==> src/rtl/sat_pkg.sv <==
// Shared types for the clause evaluation datapath.
//   lit_val_t     literal value decoded from the assignment lookup
//   clause_res_t  per-clause and per-formula result encoding (matches the result port)
//   eval_state_t  engine control states
package sat_pkg;

    typedef enum logic [1:0] {
        LitFalse   = 2'b00,
        LitTrue    = 2'b01,
        LitUnknown = 2'b10
    } lit_val_t;

    typedef enum logic [1:0] {
        ResUnsat   = 2'b00,
        ResSat     = 2'b01,
        ResUnknown = 2'b10
    } clause_res_t;

    typedef enum logic [1:0] {
        StIdle,
        StRun,
        StDone
    } eval_state_t;

    // UNSAT dominates UNKNOWN, which dominates SAT.
    function automatic clause_res_t fold_result(input logic unsat, input logic unknown);
        if (unsat) begin
            return ResUnsat;
        end else if (unknown) begin
            return ResUnknown;
        end
        return ResSat;
    endfunction

endpackage

==> src/rtl/clause_lane_eval.sv <==
// Combinational evaluation of one clause of TERMS_PER_CLAUSE literals.
// Ports:
//   lits     in   packed literals, term t at [t*VALUE_WIDTH +: VALUE_WIDTH]
//   res      out  clause_res_t encoding: SAT if any TRUE, UNSAT if all FALSE, else UNKNOWN
//   is_unit  out  exactly one UNKNOWN literal and every other literal FALSE
module clause_lane_eval
    import sat_pkg::*;
#(
    parameter int unsigned TERMS_PER_CLAUSE = 3,
    parameter int unsigned VALUE_WIDTH      = 2
) (
    input  logic [TERMS_PER_CLAUSE*VALUE_WIDTH-1:0] lits,
    output logic [1:0]                              res,
    output logic                                    is_unit
);

    logic     any_true;
    logic     unk_one;   // at least one UNKNOWN
    logic     unk_many;  // at least two UNKNOWN
    lit_val_t lit;

    always_comb begin
        any_true = 1'b0;
        unk_one  = 1'b0;
        unk_many = 1'b0;
        lit      = LitFalse;
        for (int t = 0; t < TERMS_PER_CLAUSE; t++) begin
            // Both 10 and 11 decode as UNKNOWN.
            if (lits[t*VALUE_WIDTH +: VALUE_WIDTH] == '0) begin
                lit = LitFalse;
            end else if (lits[t*VALUE_WIDTH +: VALUE_WIDTH] == VALUE_WIDTH'(1)) begin
                lit = LitTrue;
            end else begin
                lit = LitUnknown;
            end
            case (lit)
                LitTrue:    any_true = 1'b1;
                LitUnknown: begin
                    unk_many = unk_many | unk_one;
                    unk_one  = 1'b1;
                end
                default: ;
            endcase
        end
        res     = fold_result(!any_true && !unk_one, !any_true && unk_one);
        is_unit = !any_true && unk_one && !unk_many;
    end

endmodule

==> src/rtl/clause_eval_engine.sv <==
// Streaming k-SAT formula evaluator. Consumes beats of LANES clauses, folds the per-clause
// results into a formula result and collects DPLL hints.
// Ports:
//   clk, rst                 clock, asynchronous active-high reset
//   start                    begin a new evaluation (honoured in IDLE only)
//   in_valid/in_ready        beat handshake; in_values, in_mask, in_last qualify the beat
//   out_valid/out_ready      result handshake; outputs held while out_valid && !out_ready
//   result                   00 UNSAT, 01 SAT, 10 UNKNOWN
//   conflict_idx             first all-FALSE clause
//   unknown_count            clauses with no TRUE and at least one UNKNOWN literal
//   unit_count, unit_idx     number of unit clauses and index of the first one
//   overflow_err             more than NUM_CLAUSES masked-in clauses seen since start
//   busy                     engine not idle
module clause_eval_engine
    import sat_pkg::*;
#(
    parameter int unsigned NUM_CLAUSES      = 64,
    parameter int unsigned LANES            = 8,
    parameter int unsigned TERMS_PER_CLAUSE = 3,
    parameter int unsigned VALUE_WIDTH      = 2,
    localparam int unsigned IDX_W = (NUM_CLAUSES > 1) ? $clog2(NUM_CLAUSES) : 1,
    localparam int unsigned CNT_W = $clog2(NUM_CLAUSES + 1),
    localparam int unsigned LANE_W = TERMS_PER_CLAUSE * VALUE_WIDTH
) (
    input  logic                    clk,
    input  logic                    rst,
    input  logic                    start,
    input  logic                    in_valid,
    output logic                    in_ready,
    input  logic [LANES*LANE_W-1:0] in_values,
    input  logic [LANES-1:0]        in_mask,
    input  logic                    in_last,
    output logic                    out_valid,
    input  logic                    out_ready,
    output logic [1:0]              result,
    output logic [IDX_W-1:0]        conflict_idx,
    output logic [CNT_W-1:0]        unknown_count,
    output logic [CNT_W-1:0]        unit_count,
    output logic [IDX_W-1:0]        unit_idx,
    output logic                    overflow_err,
    output logic                    busy
);

    eval_state_t state_q;
    logic [CNT_W-1:0] cnt_q, cnt_d;   // masked-in clauses accepted, saturates at NUM_CLAUSES
    logic             unsat_q, unsat_d;
    logic             unit_seen_q, unit_seen_d;
    logic [IDX_W-1:0] conflict_d, unit_idx_d;
    logic [CNT_W-1:0] unknown_d, unit_d;
    logic             ovf_d;

    logic [1:0] lane_res  [LANES];
    logic       lane_unit [LANES];

    for (genvar l = 0; l < LANES; l++) begin : g_lane
        clause_lane_eval #(
            .TERMS_PER_CLAUSE (TERMS_PER_CLAUSE),
            .VALUE_WIDTH      (VALUE_WIDTH)
        ) u_lane (
            .lits    (in_values[l*LANE_W +: LANE_W]),
            .res     (lane_res[l]),
            .is_unit (lane_unit[l])
        );
    end

    // Walk lanes in ascending order so the running count gives each clause its index and the
    // first-hit captures naturally prefer the lowest lane within a beat.
    always_comb begin
        cnt_d       = cnt_q;
        unsat_d     = unsat_q;
        unit_seen_d = unit_seen_q;
        conflict_d  = conflict_idx;
        unit_idx_d  = unit_idx;
        unknown_d   = unknown_count;
        unit_d      = unit_count;
        ovf_d       = overflow_err;
        for (int l = 0; l < LANES; l++) begin
            if (in_mask[l]) begin
                if (cnt_d == CNT_W'(NUM_CLAUSES)) begin
                    ovf_d = 1'b1;
                end else begin
                    if (lane_res[l] == ResUnsat && !unsat_d) begin
                        unsat_d    = 1'b1;
                        conflict_d = IDX_W'(cnt_d);
                    end
                    if (lane_res[l] == ResUnknown) begin
                        unknown_d = unknown_d + CNT_W'(1);
                    end
                    if (lane_unit[l]) begin
                        if (!unit_seen_d) begin
                            unit_idx_d = IDX_W'(cnt_d);
                        end
                        unit_seen_d = 1'b1;
                        unit_d      = unit_d + CNT_W'(1);
                    end
                    cnt_d = cnt_d + CNT_W'(1);
                end
            end
        end
    end

    always_ff @(posedge clk or posedge rst) begin
        if (rst) begin
            state_q       <= StIdle;
            cnt_q         <= '0;
            unsat_q       <= 1'b0;
            unit_seen_q   <= 1'b0;
            in_ready      <= 1'b0;
            out_valid     <= 1'b0;
            busy          <= 1'b0;
            result        <= 2'b00;
            conflict_idx  <= '0;
            unknown_count <= '0;
            unit_count    <= '0;
            unit_idx      <= '0;
            overflow_err  <= 1'b0;
        end else begin
            case (state_q)
                StIdle: begin
                    if (start) begin
                        state_q       <= StRun;
                        in_ready      <= 1'b1;
                        busy          <= 1'b1;
                        cnt_q         <= '0;
                        unsat_q       <= 1'b0;
                        unit_seen_q   <= 1'b0;
                        result        <= 2'b00;
                        conflict_idx  <= '0;
                        unknown_count <= '0;
                        unit_count    <= '0;
                        unit_idx      <= '0;
                        overflow_err  <= 1'b0;
                    end
                end
                StRun: begin
                    if (in_valid) begin
                        cnt_q         <= cnt_d;
                        unsat_q       <= unsat_d;
                        unit_seen_q   <= unit_seen_d;
                        conflict_idx  <= conflict_d;
                        unknown_count <= unknown_d;
                        unit_count    <= unit_d;
                        unit_idx      <= unit_idx_d;
                        overflow_err  <= ovf_d;
                        if (in_last) begin
                            // Overflowed clauses are unevaluated, so they can only degrade to UNKNOWN.
                            result    <= fold_result(unsat_d, (unknown_d != '0) || ovf_d);
                            out_valid <= 1'b1;
                            in_ready  <= 1'b0;
                            state_q   <= StDone;
                        end
                    end
                end
                StDone: begin
                    if (out_ready) begin
                        out_valid <= 1'b0;
                        busy      <= 1'b0;
                        state_q   <= StIdle;
                    end
                end
                default: begin
                    state_q   <= StIdle;
                    in_ready  <= 1'b0;
                    out_valid <= 1'b0;
                    busy      <= 1'b0;
                end
            endcase
        end
    end

endmodule

==> config.mk <==
export PLATFORM = sky130hd
export DESIGN_NAME = clause_eval_engine
export DESIGN_NICKNAME = d
export VERILOG_FILES = /design/src/rtl/sat_pkg.sv /design/src/rtl/clause_lane_eval.sv /design/src/rtl/clause_eval_engine.sv
export SDC_FILE = /design/constraint.sdc
export NUM_CORES = 1
export LEC_CHECK = 0
export ABC_CLOCK_PERIOD_IN_PS = 9900
export CAP_MARGIN = 20
export CORE_MARGIN = 2
export CORE_UTILIZATION = 48
export DETAILED_ROUTE_END_ITERATION = 16
export DONT_BUFFER_PORTS = 1
export PLACE_DENSITY = 0.66
export SYNTH_ARGS = -nofsm -noshare
export SYNTH_HDL_FRONTEND = slang
export SYNTH_HIERARCHICAL = 1
export SYNTH_SLANG_ARGS = --single-unit
==> constraint.sdc <==
create_clock -name clk -period 9.9 [get_ports clk]
set_input_delay 1.98 -clock clk [delete_from_list [all_inputs] [get_ports clk]]
set_output_delay 1.98 -clock clk [all_outputs]
set_load 0.05 [all_outputs]
==> metrics.txt <==
# TYPE chip_impl_metric gauge
chip_impl_metric{name="timing.critical_path.buf_inv",unit=""} 7
chip_impl_metric{name="dpl_cell_area",unit="sq um"} 9830
chip_impl_metric{name="period_utilization_post_route",unit=""} 1.01
chip_impl_metric{name="average_wire_per_standard_cell",unit="um"} 19.8
chip_impl_metric{name="fill_count",unit=""} 1572
chip_impl_metric{name="clockBufferDepth",unit=""} 2
chip_impl_metric{name="rows",unit=""} 48
chip_impl_metric{name="detailroute.via_count",unit=""} 9594
chip_impl_metric{name="vias_per_cell",unit=""} 6.36
chip_impl_metric{name="boundaryPins",unit=""} 94
chip_impl_metric{name="worst-endpoint-arrival",unit="ns"} 10.20
chip_impl_metric{name="ys_seq_elements",unit=""} 43
chip_impl_metric{name="starting_density",unit=""} 0.490
chip_impl_metric{name="clockPowerShare",unit=""} 0.070
chip_impl_metric{name="max-cap-violations",unit=""} 0
chip_impl_metric{name="flow.area_growth_from_synthesis",unit="%"} 23.8
chip_impl_metric{name="drive_gt1_frac",unit=""} 0.234
chip_impl_metric{name="synth.yosys.seq_area_share",unit=""} 0.127
chip_impl_metric{name="irDropWorstVdd",unit="mV"} 0.158
chip_impl_metric{name="syn-num-nets",unit=""} 1266
chip_impl_metric{name="gp_congestion",unit=""} 1.00
chip_impl_info{name="clock_tree_from_tritoncts",value="built"} 1
chip_impl_metric{name="worst_endpoint_required_time",unit="ns"} 10.07
chip_impl_metric{name="first_global_vias",unit=""} 8663
chip_impl_metric{name="post-route-worst-setup-slack",unit="ns"} -0.133
chip_impl_metric{name="synthesis.area_per_instance",unit="sq um"} 7.20
chip_impl_metric{name="final-hold-violation-count",unit=""} 0
chip_impl_metric{name="yosys_warnings",unit=""} 6
chip_impl_info{name="layout_common_cells",value="sky130_fd_sc_hd__buf_4, sky130_fd_sc_hd__nor2_1, sky130_fd_sc_hd__nand2_1"} 1
chip_impl_metric{name="ctsHtreeMaxLevel",unit=""} 2
chip_impl_metric{name="switching_share",unit=""} 0.556
chip_impl_info{name="root_buf_cell",value="sky130_fd_sc_hd__clkbuf_16"} 1
chip_impl_info{name="critical_path.slowest_cell",value="sky130_fd_sc_hd__or4_4"} 1
chip_impl_metric{name="clock_skew",unit="ns"} 0.00727
chip_impl_metric{name="grt_first_pass_wirelength",unit="um"} 45700
chip_impl_metric{name="grt_remaining_overflow",unit=""} 0
chip_impl_metric{name="clk_latency",unit="ns"} 0.28
chip_impl_metric{name="antenna_violations_before_repair",unit=""} 0
chip_impl_info{name="ys.flop_type",value="sky130_fd_sc_hd__dfrtp_1"} 1
chip_impl_metric{name="synth.lib_cells_used.distinct",unit=""} 98
chip_impl_metric{name="io_buffer_count",unit=""} 0
chip_impl_metric{name="maxSlewHeadroom",unit=""} 0.251
chip_impl_metric{name="crit_fanout",unit=""} 16
chip_impl_metric{name="place.detailed.hpwl",unit="um"} 23600
chip_impl_metric{name="final_period_minus_worst_setup_slack",unit="ns"} 10.03
chip_impl_metric{name="setup_violations",unit=""} 4
chip_impl_metric{name="final_util",unit=""} 0.606
chip_impl_info{name="crit_path_start_kind",value="input port"} 1
chip_impl_info{name="critPathCaptureType",value="flop"} 1
chip_impl_metric{name="synth-edff-count",unit=""} 0
chip_impl_metric{name="critical_path.max_stage_delay",unit="ns"} 0.55
chip_impl_metric{name="track_usage",unit=""} 0.308
chip_impl_metric{name="fp.dieH",unit="um"} 137
chip_impl_metric{name="post-route-drc-count",unit=""} 0
chip_impl_metric{name="drt_first_pass_iters",unit=""} 6
chip_impl_info{name="cp_common_cell",value="sky130_fd_sc_hd__ha_4"} 1
chip_impl_metric{name="stdcell_area",unit="sq um"} 10500
chip_impl_metric{name="chipWidth",unit="um"} 137
chip_impl_info{name="status",value="complete, but fails checks"} 1
chip_impl_metric{name="mappedNetlistArea",unit="sq um"} 8440
chip_impl_info{name="final_common_cell",value="sky130_fd_sc_hd__buf_4"} 1
chip_impl_metric{name="core",unit="sq um"} 17200
chip_impl_metric{name="detailedRoute.firstIterationViolations",unit=""} 768
chip_impl_info{name="worst-setup-path-type",value="in2reg"} 1
chip_impl_metric{name="async_flop_share",unit=""} 1.00
chip_impl_metric{name="post_synth_inst_count",unit=""} 1172
chip_impl_metric{name="power_dens_cells",unit="nW/um^2"} 254
chip_impl_info{name="setup_repair_after_global_routing_missed_its_margin",value="yes"} 1
chip_impl_info{name="critical-path-top-delay-family",value="compound AO/OA/AOI/OAI gates"} 1
chip_impl_metric{name="share_seq_of_total_power",unit=""} 0.181
chip_impl_info{name="hp-class",value="reg2reg"} 1
chip_impl_metric{name="power.switching",unit="W"} 0.00148
chip_impl_metric{name="drt_wl_total",unit="um"} 29900
chip_impl_metric{name="worstMarginPinSlew",unit="ns"} 1.12
chip_impl_metric{name="clk_transition_reported_paths",unit="ns"} 0.06
chip_impl_metric{name="design.die.area",unit="sq um"} 18700
chip_impl_metric{name="cts-buffers-inserted",unit=""} 5
chip_impl_metric{name="clock.fmax",unit="MHz"} 99.7
chip_impl_info{name="violations",value="setup timing"} 1
chip_impl_metric{name="grt_start_max_net_pins",unit=""} 44
chip_impl_metric{name="comb_power_share",unit=""} 0.749
chip_impl_metric{name="internal_power",unit="W"} 0.00118
chip_impl_metric{name="power.leakage",unit="nW"} 4.05
chip_impl_metric{name="ant_nets",unit=""} 0
chip_impl_metric{name="tritoncts_num_sinks",unit=""} 43
chip_impl_metric{name="num_antenna_cells",unit=""} 0
chip_impl_metric{name="slew_viol_final",unit=""} 0
chip_impl_metric{name="nNetsFinal",unit=""} 1377
cell usage after synthesis (all sizes together), types with 7 or more instances:
| library cell | number | area [sq um] |
|---|---|---|
| nor2 | 119 | 447 |
| nand2 | 112 | 423 |
| o21ai | 80 | 404 |
| xnor2 | 71 | 637 |
| inv | 68 | 255 |
| a21oi | 53 | 280 |
| nand3 | 51 | 265 |
| xor2 | 44 | 385 |
| dfrtp | 43 | 1080 |
| nor3 | 37 | 190 |
| clkbuf | 36 | 135 |
| ha | 32 | 400 |
| mux2i | 27 | 270 |
| nand4 | 27 | 169 |
| a22oi | 21 | 198 |
| a31oi | 21 | 153 |
| o31ai | 20 | 155 |
| a211oi | 19 | 158 |
| and2 | 17 | 106 |
| mux2 | 16 | 180 |
| nor4 | 13 | 93.8 |
| o211ai | 13 | 97.6 |
| or3 | 13 | 81.3 |
| o21a | 12 | 90.1 |
| a21o | 11 | 82.6 |
| buf | 11 | 62.6 |
| nor2b | 11 | 68.8 |
| a22o | 10 | 87.6 |
| a311oi | 10 | 100 |
| and3 | 10 | 62.6 |
| nand2b | 10 | 62.6 |
| nor3b | 10 | 80.1 |
| nand3b | 9 | 67.6 |
| o22ai | 9 | 62.6 |
| nor4b | 8 | 100 |
| o2111ai | 8 | 76.3 |
| a2111oi | 7 | 86.3 |
cell type report:
cell class | count | area [sq um] | area share
Clock buffer | 5 | 125 | 0.0120
Clock inverter | 3 | 43.8 | 0.00419
Inverter | 68 | 260 | 0.0249
Multi-Input combinational cell | 1015 | 7520 | 0.719
Sequential cell | 43 | 1080 | 0.103
Tap cell | 225 | 282 | 0.0269
Timing Repair Buffer | 150 | 1140 | 0.110
through the flow:
stage	hold slack (ns)	setup WS, ns	instances	TNS [ns]	total power, W
3_5_place_dp	0.593	-0.230	1484	-1.56	0.00228
4_1_cts	0.603	0.0113	1492	0	0.00248
5_1_grt	0.645	-0.496	1509	-9.40	0.00283
6_report	0.615	-0.133	1509	-0.256	0.00265
2_1_floorplan	0.473	-0.839	1172	-21.12	0.00165
3_3_place_gp	0.585	-0.0313	1484	-0.0513	0.00226
worst paths after layout:
path	startpoint	endpoint	slack, ns	cells after the start
hold / removal	state_q[1]	state_q[0]	0.61	1
setup / recovery	in_mask[0]	result[0]	-0.13	49
setup reg to reg	cnt_q[4]	result[0]	0.35	52
min in group asynchronous	rst	unit_count[4]	1.77	1
max in group asynchronous	rst	unit_seen_q	7.57	1
hold reg to reg	state_q[1]	state_q[0]	0.61	1
layer usage:
layer	part of all wire	vias to the layer above	GRT usage
met5	0	-	0
met4	0.021	0	0.0781
met3	0.075	39	0.0541
met2	0.47	357	0.501
met1	0.44	4592	0.422
li1	-	4606	-
what timing repair did:
| action | 4_1_cts | 5_1_grt |
|---|---|---|
| hold buffers | 0 | 0 |
| gates resized for setup | 1 | 70 |
| gates cloned | 0 | 1 |
| buffers inserted | 0 | 19 |
| pin swaps | 1 | 57 |
| endpoints found under the setup margin | 1 | 36 |
registers in the layout (all words and copies together), names as in the netlist:
name	cells
cnt_q	7
busy	1
unit_count	7
out_valid	1
result	2
conflict_idx	6
state_q	2
unit_idx	6
in_ready	1
unsat_q	1
unit_seen_q	1
unknown_count	7
overflow_err	1
logic make-up (layout without fill, tap and decap cells):
kind of cell             after synthesis  count (layout)  synth area share
AND/OR/NAND/NOR                      473             474             0.290
flip-flops                            43              43             0.127
adder cells (fa/ha/maj)               32              32            0.0474
XOR/XNOR                             117             117             0.126
AO/OA/AOI/OAI                        349             349             0.301
buffers and inverters                115             226            0.0536
multiplexers                          43              43            0.0533
power by group through the flow:
stage / logic [W] / clock network, W / registers, W
2_1_floorplan: 0.00122 / 0 / 0.000427
3_3_place_gp: 0.00178 / 0 / 0.000479
3_5_place_dp: 0.00180 / 0 / 0.000481
4_1_cts: 0.00181 / 0.000190 / 0.000477
5_1_grt: 0.00215 / 0.000195 / 0.000488
6_report: 0.00199 / 0.000186 / 0.000481
Power figures use the tool's default switching activity.
